<file path="config.mk">
export PLATFORM = sky130hd
export DESIGN_NAME = uart_tx_ctrl
export DESIGN_NICKNAME = d
export VERILOG_FILES = /design/src/rtl/uart_tx_ctrl.sv
export SDC_FILE = /design/constraint.sdc
export NUM_CORES = 1
export LEC_CHECK = 0
export BUFFER_PORTS_ARGS = -buffer_cell sky130_fd_sc_hd__buf_2
export CAP_MARGIN = 10
export CORE_MARGIN = 8
export CORE_UTILIZATION = 50
export DETAILED_ROUTE_END_ITERATION = 10
export PLACE_DENSITY = 0.67
export SLEW_MARGIN = 5
export SYNTH_ARGS = -nofsm -noshare
export SYNTH_HDL_FRONTEND = slang
export SYNTH_SLANG_ARGS = --single-unit
</file>
<file path="constraint.sdc">
create_clock -name clk -period 2.3 [get_ports clk]
set_clock_uncertainty 0.05 [all_clocks]
set_input_delay 0.23 -clock clk [delete_from_list [all_inputs] [get_ports clk]]
set_output_delay 0.23 -clock clk [all_outputs]
set_load 0.02 [all_outputs]
</file>
<file path="src/rtl/uart_tx_ctrl.sv">
// UART TX frame sequencer: one-entry holding register feeding a tick-paced start/data/parity/stop serialiser.
// Latency: the start bit goes out on the first tx_tick edge after acceptance; chained frames have zero gap.
// Backpressure: tx_ready is low while the holding register is full; it frees when the held byte starts its frame.
module uart_tx_ctrl #(
    parameter int DATA_BITS = 8
) (
    input  logic                 clk,
    input  logic                 reset,
    input  logic                 tx_tick,
    input  logic [DATA_BITS-1:0] tx_data,
    input  logic                 parity_en,
    input  logic                 parity_odd,
    input  logic                 two_stop,
    input  logic                 tx_valid,
    output logic                 tx_ready,
    output logic                 txd,
    output logic                 tx_busy,
    output logic                 tx_done
);
    localparam int               CNT_W    = $clog2(DATA_BITS);
    localparam logic [CNT_W-1:0] CNT_LAST = CNT_W'(DATA_BITS - 1);

    typedef enum logic [2:0] {
        IDLE,
        START,
        DATA,
        PARITY,
        STOP1,
        STOP2
    } state_t;

    // Byte plus the frame format it was accepted with; format is frozen per frame.
    typedef struct packed {
        logic [DATA_BITS-1:0] dat;
        logic                 par_en;
        logic                 par_odd;
        logic                 two_stop;
    } frame_t;

    state_t               state;
    frame_t               hold;
    logic                 hold_vld;
    logic                 hold_vld_nxt;
    logic [DATA_BITS-1:0] shift_dat;
    logic [CNT_W-1:0]     cnt;
    logic                 cur_par_en;
    logic                 cur_par_bit;
    logic                 cur_two_stop;
    logic                 accept;
    logic                 frame_end;
    logic                 load;

    // Handshake, end-of-frame detection and holding-register occupancy for the next edge.
    always_comb begin
        accept       = tx_valid & tx_ready;
        frame_end    = tx_tick & (((state == STOP1) & ~cur_two_stop) | (state == STOP2));
        load         = tx_tick & hold_vld & ((state == IDLE) | frame_end);
        hold_vld_nxt = hold_vld;
        if (load) begin
            hold_vld_nxt = 1'b0;
        end else if (accept) begin
            hold_vld_nxt = 1'b1;
        end
    end

    // Holding register; tx_ready is registered as the complement of next-cycle occupancy.
    always_ff @(posedge clk) begin
        if (!reset) begin
            hold_vld <= 1'b0;
            tx_ready <= 1'b0;
            hold     <= '0;
        end else begin
            hold_vld <= hold_vld_nxt;
            tx_ready <= ~hold_vld_nxt;
            if (accept) begin
                hold.dat      <= tx_data;
                hold.par_en   <= parity_en;
                hold.par_odd  <= parity_odd;
                hold.two_stop <= two_stop;
            end
        end
    end

    // Frame FSM: everything advances only on tx_tick edges; tx_done is the only per-clk output.
    always_ff @(posedge clk) begin
        if (!reset) begin
            state        <= IDLE;
            txd          <= 1'b1;
            tx_busy      <= 1'b0;
            tx_done      <= 1'b0;
            shift_dat    <= '0;
            cnt          <= '0;
            cur_par_en   <= 1'b0;
            cur_par_bit  <= 1'b0;
            cur_two_stop <= 1'b0;
        end else begin
            tx_done <= 1'b0;
            // Parity is taken from the whole latched byte before any shifting happens.
            if (load) begin
                shift_dat    <= hold.dat;
                cur_par_en   <= hold.par_en;
                cur_par_bit  <= (^hold.dat) ^ hold.par_odd;
                cur_two_stop <= hold.two_stop;
            end
            if (tx_tick) begin
                case (state)
                    IDLE: begin
                        if (hold_vld) begin
                            txd     <= 1'b0;
                            tx_busy <= 1'b1;
                            state   <= START;
                        end
                    end
                    START: begin
                        txd   <= shift_dat[0];
                        cnt   <= '0;
                        state <= DATA;
                    end
                    DATA: begin
                        if (cnt != CNT_LAST) begin
                            shift_dat <= shift_dat >> 1;
                            txd       <= shift_dat[1];
                            cnt       <= cnt + 1'b1;
                        end else if (cur_par_en) begin
                            txd   <= cur_par_bit;
                            state <= PARITY;
                        end else begin
                            txd   <= 1'b1;
                            state <= STOP1;
                        end
                    end
                    PARITY: begin
                        txd   <= 1'b1;
                        state <= STOP1;
                    end
                    STOP1, STOP2: begin
                        if ((state == STOP1) && cur_two_stop) begin
                            state <= STOP2;
                        end else begin
                            // Last stop bit ends here; a held byte starts immediately with no idle bit.
                            tx_done <= 1'b1;
                            if (hold_vld) begin
                                txd   <= 1'b0;
                                state <= START;
                            end else begin
                                txd     <= 1'b1;
                                tx_busy <= 1'b0;
                                state   <= IDLE;
                            end
                        end
                    end
                    default: begin
                        txd     <= 1'b1;
                        tx_busy <= 1'b0;
                        state   <= IDLE;
                    end
                endcase
            end
        end
    end

endmodule

</file>
; Yosys cells after proc, flatten, opt, wreduce, memory -nomap -nowiden
; Cells that the tools add are included.
[word_totals]
regBits = 33
word_cells = 74
[op_classes]
n_addsub = 1
n_eq_ne = 11
mux = 25
bitwise = 11
reduce_logical = 11
[op_table]
columns = cell, n
row1 = 8-bit 2-to-1 mux, 4
row2 = 3-bit 2-to-1 mux, 5
row3 = 3-bit one-hot mux with 5 select lines, 1
row4 = 1-bit 2-to-1 mux, 12
row5 = 3-bit AND reduction, 4
row6 = "2-bit inequality test, second input constant", 5
row7 = 8-bit parity, 1
row8 = "3-bit by 2-bit == test with 1-bit output, second input constant", 2
row9 = "3-bit == test, second input constant", 2
row10 = 3-bit one-hot mux with 2 select lines, 1
row11 = 1-bit bitwise AND, 5
row12 = 5-bit AND reduction, 1
row13 = 1-bit one-hot mux with 4 select lines, 1
row14 = "3-bit by 1-bit adder with 3-bit output, second input constant", 1
row15 = "3-bit by 1-bit == test with 1-bit output, second input constant", 1
row16 = 3-bit logical NOT, 1
row17 = "3-bit inequality test, second input constant", 1
row18 = 1-bit inverter, 3
row19 = 1-bit one-hot mux with 3 select lines, 1
row20 = 3-bit OR reduction, 1
row21 = 1-bit OR, 2
row22 = 2-bit nonzero test, 1
row23 = 2-bit OR reduction, 1
row24 = 1-bit logical AND, 1
row25 = 1-bit bitwise XOR, 1

; Logic depth before layout (Yosys ltp)
; Gate-level depths: netlist of run 1.
[logic_depth]
word_depth = 10
mapped_depth = 7
mapped_depth_nobuf = 7

; Worst setup path after synthesis of run 1
; OpenSTA, ideal clock, no wires.
[synth_timing]
path_type = register to register
start = register cnt[0]
end = register shift_dat[0]
setup_time_ns = 0.126
arrival_ns = 1.328
required_ns = 2.124
slack_ns = 0.796
stages_incl_launch_ff = 7
cell_sequence = dfxtp_1 ha_1 ha_1 nor3b_2 nand2_1 nand2_1 o21ai_0
[synth_via]
elab_chain_len = 4
[synth_lines]
columns = item, line
row1 = start: declaration, 45  ; logic [CNT_W-1:0] cnt;
row2 = start signal: assignment, 123  ; cnt <= cnt + 1'b1;
row3 = 3-bit inequality test, 120  ; if (cnt != CNT_LAST) begin
row4 = 8-bit 2-to-1 mux, 120
row5 = 8-bit 2-to-1 mux, 106  ; case (state)
row6 = 8-bit 2-to-1 mux, 105  ; if (tx_tick) begin
row7 = end signal: assignment, 100  ; shift_dat <= hold.dat;
row8 = end signal: assignment, 121  ; shift_dat <= shift_dat >> 1;
row9 = end: declaration, 44  ; logic [DATA_BITS-1:0] shift_dat;
; No other way between the ends.
; A chain may end at the register's enable or synchronous reset.

; Worst setup path in the final report of run 1
[layout_timing]
start = register cnt[0]
end = register shift_dat[6]
; Same word-level chain as after synthesis.

==> results of run 1 <==
[flip-flops by register name (all words and copies together), names as in the netlist]
signal,flops
cur_par_bit,1
tx_ready,1
shift_dat,8
hold,11
cur_par_en,1
tx_done,1
txd,1
state,3
cur_two_stop,1
tx_busy,1
cnt,3
hold_vld,1
[how the worst max path moves through the flow]
stage	from	endpoint	slack, ns	cells after the start
CTS	cnt[0]$_SDFFE_PN0P_	shift_dat[6]$_SDFF_PN0_	0.55	7
global placement	cnt[0]$_SDFFE_PN0P_	shift_dat[0]$_SDFF_PN0_	0.61	6
floorplan	cnt[0]$_SDFFE_PN0P_	shift_dat[0]$_SDFF_PN0_	0.80	6
finish	cnt[0]$_SDFFE_PN0P_	shift_dat[6]$_SDFF_PN0_	0.54	7
detailed placement	state[2]$_SDFFE_PN0P_	shift_dat[6]$_SDFF_PN0_	0.57	5
global route	cnt[0]$_SDFFE_PN0P_	shift_dat[6]$_SDFF_PN0_	0.41	7
[per-layer routing]
layer | track usage | up-vias
li1 | - | 656
met1 | 0.144 | 566
met2 | 0.207 | 35
met3 | 0.0530 | 2
met4 | 0.0612 | 0
met5 | 0 | -
[cells in the mapped netlist (all sizes together) (2+ instances only)]
cell type / number
clkbuf: 3
o2111ai: 2
xnor2: 5
mux2i: 11
o211ai: 2
ha: 2
buf: 6
a21oi: 17
inv: 6
nand2: 37
and2: 5
nor2: 12
dfxtp: 33
o21ai: 14
o22ai: 3
a22oi: 2
nor2b: 2
nor3: 2
[layout make-up]
| type | instances | area share |
|---|---|---|
| sequential | 33 | 0.392 |
| clock buffer | 6 | 0.0245 |
| tap | 33 | 0.0245 |
| clock inverter | 2 | 0.00593 |
| multi-input combinational | 131 | 0.481 |
| inverter | 6 | 0.0148 |
| timing repair buffer | 19 | 0.0579 |
[report_power, final]
group | internal [W] | total [W] | switching (W)
clock | 0.000116 | 0.000309 | 0.000193
sequential | 0.000593 | 0.000618 | 0.0000255
combinational | 0.0000686 | 0.000147 | 0.0000786
[stage by stage]
step / instances / total power [W] / util
4_1_cts: 230 / 0.00108 / 0.562
3_5_place_dp: 222 / 0.000778 / 0.545
5_1_grt: 230 / 0.00113 / 0.562
2_1_floorplan: 179 / 0.000743 / -
3_3_place_gp: 222 / 0.000776 / 0.545
6_report: 230 / 0.00107 / 0.562
[logic make-up after synthesis]
kind of cell / after synthesis / synth area share
DFF: 33 / 0.426
adders and majority gates: 2 / 0.0162
muxes: 11 / 0.0711
xor gates and xnor gates: 7 / 0.0533
buffers and inverters: 15 / 0.0501
AOI/OAI and AO/OA: 46 / 0.179
and+or+nand+nor: 65 / 0.204
[critical path: stages, from the launching register on]
cell     delay, ns
dfxtp_1       0.33
ha_1          0.20
ha_1          0.24
nor3b_2       0.27
nand2_1       0.15
nor2_2        0.27
nand2_1       0.10
o21ai_1       0.09
==> results.json, run 1 <==
{
  "outcome": "finished clean",
  "slew_headroom": 0.684,
  "drt_iter0_drc": 62,
  "critPathKind": "flop to flop",
  "final_nets": 213,
  "final_cell_mix": "37 x nand2_1, 33 x dfxtp_1, 18 x buf_2, 17 x a21oi_1",
  "p_per_area_nw_per_um2": 637,
  "h-tree-depth": 2,
  "clock-sinks": 33,
  "syn_nets": 196,
  "die_h_um": 71.7,
  "final_area_um2": 1690,
  "highest_layer": "met4",
  "syn_inst": 179,
  "min_to": "hold[8]$_SDFFE_PN0P_",
  "reg2reg_to": "shift_dat[6]$_SDFF_PN0_",
  "grt_max_degree": 15,
  "synth-async-reset-ratio": 0,
  "grt_overflow_total": 0,
  "cp_max_fo": 7,
  "antenna_cells": 0,
  "synth-seq-area-share": 0.426,
  "multiInputGateArea_um2": 811,
  "antenna_left": 0,
  "dieArea_um2": 5140,
  "cp_data_required_time_ns": 2.52,
  "dr_wl_met3_um": 151,
  "whs_ns": 0.0630,
  "core_um2": 3000,
  "cts_buffers": 5,
  "grt_pass1_wl_um": 5160,
  "setup_viol": 0,
  "synth_ff_type": "dfxtp_1",
  "synth_cell_types": 42,
  "via_count": 1259,
  "avgSynthCellArea_um2": 8.65,
  "antenna_found_initial": 0,
  "fp.dieW_um": 71.7,
  "setup_ws_ns": 0.545,
  "wl_met2_um": 1430,
  "yosysTopAreaCellShare": 0.426,
  "maxCapViolations": 0,
  "min_period_ns": 1.76,
  "grt_pass1_vias": 1189,
  "hold_start": "tx_data[5]",
  "final-seq-area_um2": 661,
  "drc": 0,
  "critPathCaptureType": "flop",
  "cts_root_buf": "clkbuf_4",
  "setup_tns_ns": 0,
  "row_count": 20,
  "yosys.area.top_type": "dfxtp_1",
  "ctsResizeCount": 0,
  "cts_tree": "built",
  "ios": 19,
  "dp_slack_ns": 0.573,
  "wl_met1_um": 1460,
  "insertion_delay_ns": 0.34,
  "ir_drop_uv": 452,
  "grt_setup_unrepaired": "no",
  "start_util": 0.516,
  "clk_path_buf_depth": 2,
  "wire_per_inst_um": 13.3,
  "dp_hpwl_um": 2330,
  "worst_pin_slew_ns": 0.474,
  "port_buffers": 18,
  "min_path_type": "primary input to flop",
  "report.final.hold_viol_count": 0,
  "syn-cell-area_um2": 1550,
  "max_freq_mhz": 570,
  "grt.total_usage": 0.129,
  "cp.arrival_ns": 1.98,
  "dr.pass1.iters": 4,
  "routed_via_density": 5.47,
  "post_cts_buffers": 0,
  "placed_area_um2": 1640,
  "final_common_cell": "nand2_1",
  "synthTopCellsByArea": "dfxtp_1 43%, nand2_1 9.0%, mux2i_1 7.1%",
  "whs_path_depth": 3,
  "yosys_warnings": 0,
  "min_period_over_period": 0.763,
  "crit_path_start_kind": "flop",
  "place_congestion": 0.771,
  "synth_seq_cells": 33,
  "nFillCells": 301,
  "r2r_cells": 7,
  "ctsHoldBuffers": 0,
  "r2r_start": "cnt[0]$_SDFFE_PN0P_",
  "syn2layout_area_growth_pct": 8.89,
  "path_clk_slew_ns": 0.10,
  "reg2reg_slack_ns": 0.54,
  "drv_slew": 0,
  "leakagePower_nw": 0.726,
  "drive_above_1_share": 0.183,
  "synth_edf_count": 0,
  "wl_um": 3060
}
Power figures use the tool's default switching activity.
==> run 2, diff against run 1 <==
- PLACE_DENSITY: 0.67 -> 0.7
- clock period: 2.3 -> 1.6 ns (I/O delays scaled with it)
==> results.json, run 2 (synthesis gave the netlist of run 1 again) <==
{
  "start_util": 0.516,
  "routed_via_density": 5.67,
  "insertion_delay_ns": 0.33,
  "die_h_um": 71.7,
  "max_freq_mhz": 622,
  "wl_um": 3490,
  "r2r_cells": 8,
  "p_seq_frac": 0.560,
  "leakagePower_nw": 0.789,
  "switching_power_w": 0.000440,
  "cts_tree": "built",
  "cts_buffers": 5,
  "ios": 19,
  "dieArea_um2": 5140,
  "dr.pass1.iters": 4,
  "report.final.hold_viol_count": 0,
  "p_per_area_nw_per_um2": 851,
  "h-tree-depth": 2,
  "grt_overflow_total": 0,
  "antenna_cells": 0,
  "grt.total_usage": 0.138,
  "ir_drop_uv": 582,
  "port_buffers": 18,
  "critPathCaptureType": "flop",
  "worst_pin_slew_ns": 0.428,
  "p_int_w": 0.00114,
  "grt_max_degree": 13,
  "final_cell_mix": "33 x nand2_1, 30 x dfxtp_1, 18 x buf_2, 17 x a21oi_1",
  "setup_tns_ns": -0.0176,
  "drc": 0,
  "drv_slew": 0,
  "violations": "setup timing",
  "fp.dieW_um": 71.7,
  "cp_data_required_time_ns": 1.83,
  "final_nets": 226,
  "setup_ws_ns": -0.00708,
  "whs_path_depth": 3,
  "cts_root_buf": "clkbuf_4",
  "top_usage_layer": "met2",
  "grt_pass1_wl_um": 5740,
  "min_period_ns": 1.61,
  "wire_per_inst_um": 14.4,
  "dp_hpwl_um": 2400,
  "critPathKind": "flop to flop",
  "pwr-share-clk": 0.285,
  "nFillCells": 260,
  "drive_above_1_share": 0.252,
  "fin_cells": 243,
  "antenna_left": 0,
  "via_count": 1379,
  "place_congestion": 0.835,
  "cp.arrival_ns": 1.83,
  "min_period_over_period": 1.00,
  "setup_viol": 3,
  "p_sw_frac": 0.278,
  "cp_slowest_cell": "dfxtp_2",
  "combPwrFrac": 0.155,
  "place_inst": 227,
  "outcome": "finished, violations left",
  "final_area_um2": 1860,
  "gr-usage-met2": 0.207,
  "clk_path_buf_depth": 2,
  "top_regs": "hold: 11 flops, shift_dat: 8 flops",
  "cpPeakStageDelay_ns": 0.35,
  "whs_ns": 0.00561,
  "clock-sinks": 33,
  "grt_pass1_vias": 1296,
  "final_core_util": 0.620,
  "core_um2": 3000,
  "path_clk_slew_ns": 0.10,
  "grtUsageMet1": 0.175,
  "crit_top_cell": "ha_4",
  "slew_headroom": 0.715,
  "row_count": 20,
  "antenna_found_initial": 0,
  "path_cells": "ha_4 > ha_4 > nor3b_4 > buf_6 > nand2_4 > nor2_4 > nand2_1 > o21ai_1",
  "placed_area_um2": 1670,
  "use_met3": 0.0460,
  "final_common_cell": "nand2_1",
  "cp_max_fo": 7,
  "maxCapViolations": 0,
  "syn2layout_area_growth_pct": 20.1,
  "min_path_type": "primary input to flop",
  "drt_iter0_drc": 175,
  "max_flop_register": "hold",
  "crit_path_start_kind": "flop",
  "largest_register_ffs": 11,
  "grt_setup_unrepaired": "yes"
}
-- run 2: routing by layer --
layer	vias to the layer above	wire length (µm)
met5	-	0
met4	0	88
met3	13	227
met2	45	1580
met1	642	1600
li1	679	-
-- run 2: power groups by stage --
stage                     logic [W]  registers, W  clock network [W]
final                      0.000245      0.000886           0.000452
after global routing       0.000271      0.000891           0.000503
after CTS                  0.000238      0.000885           0.000464
after detailed placement   0.000222      0.000904                  0
after global placement     0.000217      0.000902                  0
after floorplan            0.000165      0.000902                  0
-- run 2: metrics by stage --
step | worst slack [ns] | total power [W]
2_1_floorplan | 0.0958 | 0.00107
3_3_place_gp | 0.0266 | 0.00112
3_5_place_dp | -0.0558 | 0.00113
4_1_cts | 0.0130 | 0.00159
5_1_grt | -0.0667 | 0.00167
6_report | -0.00708 | 0.00158
-- run 2: path summary, 6_finish.rpt --
check / end / slack [ns] / startpoint
setup / recovery: shift_dat[2]$_SDFF_PN0_ / -0.007 / cnt[0]$_SDFFE_PN0P_
hold / removal: hold[2]$_SDFFE_PN0P_ / 0.006 / parity_en
setup reg to reg: shift_dat[2]$_SDFF_PN0_ / -0.007 / cnt[0]$_SDFFE_PN0P_
hold reg to reg: shift_dat[4]$_SDFF_PN0_ / 0.41 / shift_dat[5]$_SDFF_PN0_
-- run 2: worst max-delay path: cells and delay by family (launching register included) --
family                   cells  cell delay [ns]
AO/OA/AOI/OAI                1             0.07
AND/OR/NAND/NOR              4             0.57
flip-flops                   1             0.35
buffers and inverters        1             0.16
adder cells (fa/ha/maj)      2             0.33
-- run 2: layout make-up --
type | instances | area, µm² | share of cell area
Tap cell | 33 | 41.3 | 0.0222
Sequential cell | 33 | 664 | 0.357
Clock buffer | 7 | 45.0 | 0.0242
Timing Repair Buffer | 32 | 211 | 0.114
Inverter | 6 | 25.0 | 0.0134
Multi-Input combinational cell | 131 | 866 | 0.465
Clock inverter | 1 | 7.51 | 0.00403
-- run 2: timing repair --
action / CTS / global route
hold buffers: 4 / 1
gates resized for setup: 6 / 11
buffers inserted: 3 / 0
pin swaps: 2 / 7
setup endpoints to repair: 9 / 14
endpoints found under the hold margin: 4 / 1
==> run 3, diff against run 2 <==
- ABC_AREA: not set -> 1
==> results.json, run 3 <==
{
  "multiInputGateArea_um2": 776,
  "clk_path_buf_depth": 2,
  "cpPeakStageDelay_ns": 0.33,
  "yosys_warnings": 0,
  "dr.pass1.iters": 4,
  "place_congestion": 0.888,
  "max_flop_register": "hold",
  "path_cells": "ha_1 > ha_1 > nor2_2 > nand2_4 > inv_2 > a21oi_1 > nand2_1 > inv_1",
  "h-tree-depth": 2,
  "final_core_util": 0.579,
  "p_seq_frac": 0.555,
  "avgSynthCellArea_um2": 7.02,
  "row_count": 20,
  "final_nets": 261,
  "syn_inst": 223,
  "reg2reg_to": "shift_dat[6]$_SDFF_PN0_",
  "core_um2": 3030,
  "grt_max_degree": 20,
  "clock-sinks": 33,
  "whs_path_depth": 3,
  "p_per_area_nw_per_um2": 928,
  "pwr-share-clk": 0.286,
  "top_regs": "hold: 11 flops, shift_dat: 8 flops",
  "via_count": 1405,
  "start_util": 0.517,
  "switching_power_w": 0.000457,
  "report.final.hold_viol_count": 0,
  "antenna_left": 0,
  "setup_viol": 0,
  "synth_edf_count": 0,
  "p_sw_frac": 0.281,
  "wire_per_inst_um": 11.0,
  "crit_family": "adder cells",
  "max_freq_mhz": 671,
  "hold_start": "parity_en",
  "ios": 19,
  "grt.total_usage": 0.130,
  "final_cell_mix": "52 x nand2_1, 32 x dfxtp_1, 25 x inv_1",
  "r2r_start": "cnt[0]$_SDFFE_PN0P_",
  "final-seq-area_um2": 662,
  "nFillCells": 289,
  "worst_pin_slew_ns": 0.504,
  "fin_cells": 288,
  "synth_ff_type": "dfxtp_1",
  "ctsResizeCount": 0,
  "critPathCaptureType": "flop",
  "path_clk_slew_ns": 0.09,
  "synth_cell_types": 26,
  "reg2reg_slack_ns": 0.11,
  "synth-async-reset-ratio": 0,
  "dp_hpwl_um": 2360,
  "cp_slowest_cell": "dfxtp_1",
  "netlist_top_cells_count": "52 x nand2_1, 33 x dfxtp_1, 25 x inv_1",
  "port_buffers": 18,
  "syn-cell-area_um2": 1570,
  "synth_seq_cells": 33,
  "r2r_cells": 8,
  "grt_pass1_wl_um": 5380,
  "crit_path_start_kind": "flop",
  "yosys.area.top_type": "dfxtp_1",
  "syn2layout_area_growth_pct": 12.0,
  "insertion_delay_ns": 0.33,
  "grt_overflow_total": 0,
  "combPwrFrac": 0.159,
  "post_cts_buffers": 0,
  "slew_headroom": 0.663,
  "maxCapViolations": 0,
  "cp.arrival_ns": 1.68,
  "ir_drop_uv": 489,
  "synthTopCellsByArea": "dfxtp_1 42%, nand2_1 12%, a21oi_1 7.3%",
  "power_w": 0.00163,
  "synth-seq-area-share": 0.422,
  "cp_max_fo": 9,
  "routed_via_density": 4.88,
  "crit_top_cell": "ha_1",
  "min_path_type": "primary input to flop",
  "critical_path_buf_inv_count": 2,
  "p_int_w": 0.00117,
  "syn_nets": 240,
  "yosysTopAreaCellShare": 0.422,
  "drc": 0,
  "synthMuxAreaShare": 0,
  "yosys.area_share.xor_xnor": 0.00559,
  "min_period_over_period": 0.931,
  "cts_buffers": 5,
  "drv_slew": 0,
  "yosys.area_share.adder": 0.0160,
  "die_h_um": 72.0,
  "cts_root_buf": "clkbuf_4",
  "min_period_ns": 1.49,
  "final_common_cell": "nand2_1",
  "antenna_cells": 0,
  "yosysMostFrequentCell": "nand2_1",
  "cp_data_required_time_ns": 1.79,
  "antenna_found_initial": 0,
  "critPathKind": "flop to flop",
  "synth_compound_gate_area_share": 0.194,
  "grt_pass1_vias": 1299,
  "largest_register_ffs": 11,
  "wl_um": 3170,
  "min_to": "hold[2]$_SDFFE_PN0P_",
  "drt_iter0_drc": 87,
  "leakagePower_nw": 0.843,
  "grt_setup_unrepaired": "no",
  "setup_tns_ns": 0,
  "cts_tree": "built",
  "place_inst": 281,
  "fp.dieW_um": 72.0,
  "synth_top_family_by_area": "simple AND/OR/NAND/NOR gates",
  "whs_ns": 0.0258,
  "dieArea_um2": 5180,
  "drive_above_1_share": 0.176,
  "outcome": "finished clean",
  "yosys.area_share.simple": 0.276,
  "ctsHoldBuffers": 0
}
==> run 3: changes by cell type in the layout (fill, tap and decap cells not counted), sizes merged, moves of 3 or more <==
cell,change
inv,+23
nand2,+21
o21ai,+15
nor2,+14
mux2i,-11
nand3,+9
buf,-8
a21oi,+6
and2,-5
dlygate4sd3,-5
xnor2,-5
o22ai,-3
==> run 3: cell families after synthesis <==
logic type / count (synthesis)
compound gates: 55
xor+xnor: 1
fa+ha+maj: 2
buf+inv: 34
flops: 33
simple gates: 98
==> run 3: how the worst max path moves through the flow <==
stage                         from                 endpoint  slack, ns  cells after the start
2_1_floorplan  cnt[0]$_SDFFE_PN0P_      cnt[0]$_SDFFE_PN0P_       0.21                      8
3_3_place_gp   cnt[0]$_SDFFE_PN0P_  shift_dat[6]$_SDFF_PN0_       0.13                      8
3_5_place_dp   cnt[0]$_SDFFE_PN0P_  shift_dat[6]$_SDFF_PN0_        0.1                      8
4_1_cts        cnt[0]$_SDFFE_PN0P_  shift_dat[6]$_SDFF_PN0_       0.08                      8
5_1_grt        cnt[0]$_SDFFE_PN0P_  shift_dat[6]$_SDFF_PN0_       0.01                      8
6_report       cnt[0]$_SDFFE_PN0P_  shift_dat[6]$_SDFF_PN0_       0.11                      8
==> run 3: power by group through the flow <==
| stage | sequential [W] | clock (W) | combinational [W] |
|---|---|---|---|
| final | 0.000903 | 0.000466 | 0.000259 |
| after global routing | 0.000910 | 0.000526 | 0.000297 |
| after CTS | 0.000903 | 0.000488 | 0.000258 |
| after detailed placement | 0.000922 | 0 | 0.000257 |
| after global placement | 0.000921 | 0 | 0.000253 |
| after floorplan | 0.000924 | 0 | 0.000187 |
==> run 3: routing by layer <==
metal  share of wire  global-route usage
met1            0.48               0.151
met2            0.46               0.209
met3           0.037              0.0510
met4           0.021              0.0567
met5               0                   0
==> run 3: metrics by stage <==
step / setup WS, ns / cell area, µm²
CTS: 0.0807 / 1750
floorplan: 0.212 / 1570
finish: 0.110 / 1750
global route: 0.0109 / 1750
global placement: 0.126 / 1690
detailed placement: 0.0958 / 1690
==> run 3: worst reg2reg max path, cell delays in order, from the launching register on <==
cell     delay [ns]
dfxtp_1        0.33
ha_1           0.20
ha_1           0.21
nor2_2         0.15
nand2_4        0.11
inv_2          0.15
a21oi_1        0.08
nand2_1        0.09
inv_1          0.03
==> run 3: cell type report <==
cell class                 count  area share
multi-input combinational    156       0.442
sequential                    33       0.377
inverter                      29      0.0621
timing repair buffer          19      0.0556
clock buffer                   7      0.0314
tap                           44      0.0314
